===== src/rtl/uart_rx_deserializer.sv =====
`timescale 1ns/1ps
// 8N1 UART receiver: two-flop synchroniser, mid-bit sampling FSM and a
// one-entry valid/ready holding register with framing/overrun pulses.
module uart_rx_deserializer #(
  parameter int unsigned CLKS_PER_BIT = 104,
  parameter int unsigned HALF_BIT     = CLKS_PER_BIT / 2
) (
  input  logic       clock,
  input  logic       reset,
  input  logic       uart_rx,
  output logic [7:0] data_out,
  output logic       data_valid,
  input  logic       data_ready,
  output logic       frame_error,
  output logic       overrun
);

  localparam int unsigned CNT_W = $clog2(CLKS_PER_BIT);
  localparam logic [CNT_W-1:0] BIT_LAST  = CNT_W'(CLKS_PER_BIT - 1);
  localparam logic [CNT_W-1:0] HALF_LAST = CNT_W'(HALF_BIT - 1);

  typedef enum logic [2:0] {
    IDLE      = 3'd0,
    START     = 3'd1,
    DATA      = 3'd2,
    STOP      = 3'd3,
    WAIT_IDLE = 3'd4
  } state_t;

  state_t           state, state_nxt;
  logic             rx_meta, rx_s;
  logic [CNT_W-1:0] cnt, cnt_nxt;
  logic [2:0]       idx, idx_nxt;
  logic [7:0]       shift, shift_nxt;
  logic             frame_ok_c, frame_bad_c;

  // Two-flop synchroniser; line idles high so both flops reset to 1
  always_ff @(posedge clock) begin
    if (reset) begin
      rx_meta <= 1'b1;
      rx_s    <= 1'b1;
    end else begin
      rx_meta <= uart_rx;
      rx_s    <= rx_meta;
    end
  end

  // FSM state, bit-time counter, bit index and shift register
  always_ff @(posedge clock) begin
    if (reset) begin
      state <= IDLE;
      cnt   <= '0;
      idx   <= '0;
      shift <= '0;
    end else begin
      state <= state_nxt;
      cnt   <= cnt_nxt;
      idx   <= idx_nxt;
      shift <= shift_nxt;
    end
  end

  // Next-state logic; frame_ok_c/frame_bad_c flag the stop-bit sample cycle
  always_comb begin
    state_nxt   = state;
    cnt_nxt     = cnt;
    idx_nxt     = idx;
    shift_nxt   = shift;
    frame_ok_c  = 1'b0;
    frame_bad_c = 1'b0;
    case (state)
      IDLE: begin
        if (!rx_s) begin
          state_nxt = START;
          cnt_nxt   = '0;
        end
      end
      START: begin
        if (cnt == HALF_LAST) begin
          cnt_nxt   = '0;
          idx_nxt   = '0;
          // a start bit that is high again by mid-bit was only a glitch
          state_nxt = rx_s ? IDLE : DATA;
        end else begin
          cnt_nxt = cnt + CNT_W'(1);
        end
      end
      DATA: begin
        if (cnt == BIT_LAST) begin
          cnt_nxt   = '0;
          shift_nxt = {rx_s, shift[7:1]};
          idx_nxt   = idx + 3'd1;
          if (idx == 3'd7) begin
            state_nxt = STOP;
          end
        end else begin
          cnt_nxt = cnt + CNT_W'(1);
        end
      end
      STOP: begin
        if (cnt == BIT_LAST) begin
          cnt_nxt = '0;
          if (rx_s) begin
            frame_ok_c = 1'b1;
            state_nxt  = IDLE;
          end else begin
            frame_bad_c = 1'b1;
            state_nxt   = WAIT_IDLE;
          end
        end else begin
          cnt_nxt = cnt + CNT_W'(1);
        end
      end
      WAIT_IDLE: begin
        // hold off until the line returns high so a break is not a new start
        if (rx_s) begin
          state_nxt = IDLE;
        end
      end
      default: begin
        state_nxt = IDLE;
      end
    endcase
  end

  // Holding register and one-cycle error pulses
  always_ff @(posedge clock) begin
    if (reset) begin
      data_out    <= '0;
      data_valid  <= 1'b0;
      frame_error <= 1'b0;
      overrun     <= 1'b0;
    end else begin
      frame_error <= frame_bad_c;
      overrun     <= 1'b0;
      if (frame_ok_c) begin
        if (!data_valid || data_ready) begin
          data_out   <= shift;
          data_valid <= 1'b1;
        end else begin
          // holding register still occupied: keep old byte, drop the new one
          overrun <= 1'b1;
        end
      end else if (data_valid && data_ready) begin
        data_valid <= 1'b0;
      end
    end
  end

endmodule


===== config.mk =====
export PLATFORM = sky130hd
export DESIGN_NAME = uart_rx_deserializer
export DESIGN_NICKNAME = d
export VERILOG_FILES = /design/src/rtl/uart_rx_deserializer.sv
export SDC_FILE = /design/constraint.sdc
export NUM_CORES = 1
export LEC_CHECK = 0
export CORE_MARGIN = 3
export CORE_UTILIZATION = 55
export CTS_CLUSTER_SIZE = 12
export DETAILED_ROUTE_END_ITERATION = 8
export HOLD_SLACK_MARGIN = 0.02
export PLACE_DENSITY = 0.78
export SYNTH_ARGS = -nofsm -noshare
export SYNTH_HDL_FRONTEND = slang
export SYNTH_SLANG_ARGS = --single-unit

===== constraint.sdc =====
create_clock -name clock -period 3.2 [get_ports clock]
set_clock_uncertainty 0.05 [all_clocks]
set_input_delay 0.64 -clock clock [delete_from_list [all_inputs] [get_ports clock]]
set_output_delay 0.64 -clock clock [all_outputs]
set_load 0.005 [all_outputs]

==> impl_metrics.tcl <==
set metrics [dict create \
    stdcell_area_sq_mm 0.001668 \
    crit_end "cnt[4]" \
    dp_slack_ns 0.8003 \
    avgSynthCellArea_sq_um 9.036 \
    maxCapViolCount 0 \
    worstHoldPathType "register to register" \
    hold_buffers 0 \
    reg2reg_to "cnt[4]" \
    dp.cells 200 \
    slew_viol_final 0 \
    cts_root_buf "clkbuf_4" \
    fin_ws_ns 1.129 \
    intPower_mw 0.5262 \
    hold_violations 0 \
    p_seq_share_pct 62.2 \
    die_area_sq_mm 0.003317 \
    crit_path_end_kind "register" \
    vias_per_cell 5.778 \
    cp_max_fo 20 \
    p_leak_nw 0.5922 \
    ant_nets 0 \
    start_util_pct 58.56 \
    met2WireLength_mm 1.301 \
    nNetsFinal 184 \
    die-width_um 57.59 \
    reg2reg_depth 5 \
    grt_pass1_wl_mm 4.954 \
    rsz0062_at_grt "no" \
    pwr-share-comb_pct 6.0 \
    grt_pass1_vias 1095 \
    dr.pass1.iters 4 \
    syn-num-nets 169 \
    p_clk_share_pct 31.8 \
    grt-ovfl-total 0 \
    top_layer_used "met4" \
    worst-r2r-setup-slack_ns 1.30 \
    r2r-start "state[1]" \
    clkLatencyLatePin_ns 0.34 \
    vdd.ir_drop.worst_v 0.0003292 \
    dp_hpwl_mm 1.935 \
    yosys_warnings 0 \
    worstSetupStartpoint "reset" \
    required_ns 3.39 \
    grt_usage_pct 19.74 \
    critPathKind "input port to register" \
    post_cts_resized 0 \
    crit_arrival_ns 2.26 \
    dr_wl_met3_um 145 \
    instances_no_fill 207 \
    path_clk_slew_ns 0.10 \
    dpl_cell_area_sq_mm 0.001620 \
    status "complete, no violations" \
    grt_max_degree 21 \
    gp_congestion 0.7875 \
    wl_per_cell_um 13.67 \
    fin_util_pct 66.72 \
    tritoncts "done" \
    max-slew-margin-rel_pct 63.32 \
    vias 1196 \
    drive_gt1_share_pct 14.12 \
    power_density_mw_per_mm2 417.2 \
    clk_path_buf_depth 2 \
    period_share_pct 64.71 \
    ys_types 36 \
    p_switching_mw 0.1695 \
    port_buffers 14 \
    drc 0 \
    clock.fmax_mhz 482.9 \
    whs_ns 0.3876 \
    cts_buffers 5 \
    cts-htree-levels 2 \
    p_sw_share_pct 24.37 \
    antenna_cells 0 \
    cts_setup_buffers 0 \
    drt-total-wl_mm 2.830 \
    ys_seq_elements 34 \
    drt_iter0_drc 35 \
    clock-sinks 34 \
    ios 15 \
    antenna_found_initial 0 \
    setup_viol 0 \
    rows 18 \
    worstMarginPinSlew_ns 0.5502 \
    setup_tns_ns 0 \
    wl_met1_mm 1.305 \
    syn_inst 162 \
    critPathLaunchType "input port" \
    fin_total_pwr_mw 0.6957 \
    yosysSeqAreaShare_pct 46.50 \
    die_y_um 57.59 \
    period_needed_ns 2.071 \
    core_sq_mm 0.002500 \
    area_growth_pct 13.93 \
    netlist_area_sq_mm 0.001464 \
]
[worst min-delay path by stage]
stage	endpoint	cells after the start	slack [ns]	from
2_1_floorplan	rx_s	1	0.34	rx_meta
3_3_place_gp	rx_s	1	0.35	rx_meta
3_5_place_dp	rx_s	1	0.36	rx_meta
4_1_cts	rx_s	1	0.39	rx_meta
5_1_grt	rx_s	1	0.39	rx_meta
6_report	rx_s	1	0.39	rx_meta
[power by group through the flow]
stage                     Sequential (mW)  Combinational (mW)  Clock (mW)
after floorplan                     0.438              0.0352           0
final                               0.432              0.0418       0.221
after global placement              0.442              0.0402           0
after CTS                           0.433              0.0417       0.230
after detailed placement            0.442              0.0415           0
after global routing                0.434              0.0472       0.250
[Yosys cell counts (all sizes together)]
| master | instances | area share (%) |
|---|---|---|
| nor3b | 3 | 1.5 |
| a21oi | 14 | 4.8 |
| a41oi | 1 | 0.60 |
| nand3 | 12 | 4.1 |
| a21o | 2 | 1.2 |
| a32o | 1 | 0.77 |
| inv | 2 | 0.51 |
| nand2b | 4 | 1.7 |
| a311oi | 1 | 0.60 |
| nand2 | 17 | 4.4 |
| ha | 3 | 2.6 |
| o21a | 2 | 1.0 |
| xor2 | 1 | 0.60 |
| and3b | 1 | 0.60 |
| nor2b | 2 | 0.85 |
| clkbuf | 5 | 1.3 |
| and4bb | 2 | 1.7 |
| nand4b | 2 | 1.2 |
| buf | 4 | 1.7 |
| dfxtp | 34 | 46 |
| a22oi | 1 | 0.51 |
| a22o | 3 | 2.1 |
| mux2i | 8 | 5.5 |
| nor2 | 16 | 4.1 |
| a211oi | 1 | 0.51 |
| mux2 | 2 | 1.5 |
| a31oi | 4 | 1.7 |
| o21ai | 2 | 0.68 |
| nand4 | 1 | 0.43 |
| and2 | 3 | 1.6 |
| and2b | 1 | 0.51 |
| or2 | 3 | 1.3 |
| nor3 | 4 | 1.4 |
[cell type report]
type	count	area, sq um
clock buffer	5	37.54
clock inverter	2	10.01
fill	200	832.0
inverter	2	7.507
multi-input combinational	117	732.0
sequential	34	680.7
tap	30	37.54
timing repair buffer	17	162.7
[critical path: stages]
cell             delay, ns
clkdlybuf4s50_1       0.74
buf_4                 0.32
nor2_1                0.12
a21o_2                0.22
a22o_2                0.21
[routing by layer]
metal / track usage, % / vias up
met3: 7.240 / 8
met1: 25.46 / 557
met2: 28.55 / 31
met4: 10.60 / 0
met5: 0 / -
li1: - / 600
[cell usage in the layout, fill, tap and decap left out, types with 2 or more instances in the layout]
master and count:
dfxtp_1 34, nand2_1 17, nor2_1 16, a21oi_1 14, clkdlybuf4s50_1 14, nand3_1 12, mux2i_1 8, clkbuf_4 5
nand2b_1 4, nor3_1 4, a31oi_1 4, nor3b_1 3, or2_2 3, a22o_2 3, ha_1 3, buf_4 3
nand4b_1 2, and2_2 2, mux2_2 2, inv_1 2, nor2b_1 2, o21a_1 2, o21ai_0 2, a21o_2 2
clkinv_2 2
[logic make-up (layout without fill, tap and decap cells)]
kind of cell	Yosys count	count (layout)	share of synthesized area (%)
buf+inv	11	26	3.504
flops	34	34	46.50
simple gates	71	71	25.38
fa+ha+maj	3	3	2.564
mux	10	10	7.009
xor+xnor	1	1	0.5984
compound gates	32	32	14.44
[flip-flops by register name (all words and copies together), names as in the netlist]
register / flops
rx_meta: 1
cnt: 7
frame_error: 1
data_out: 8
rx_s: 1
overrun: 1
state: 3
data_valid: 1
shift: 8
idx: 3
Power figures use the tool's default switching activity.
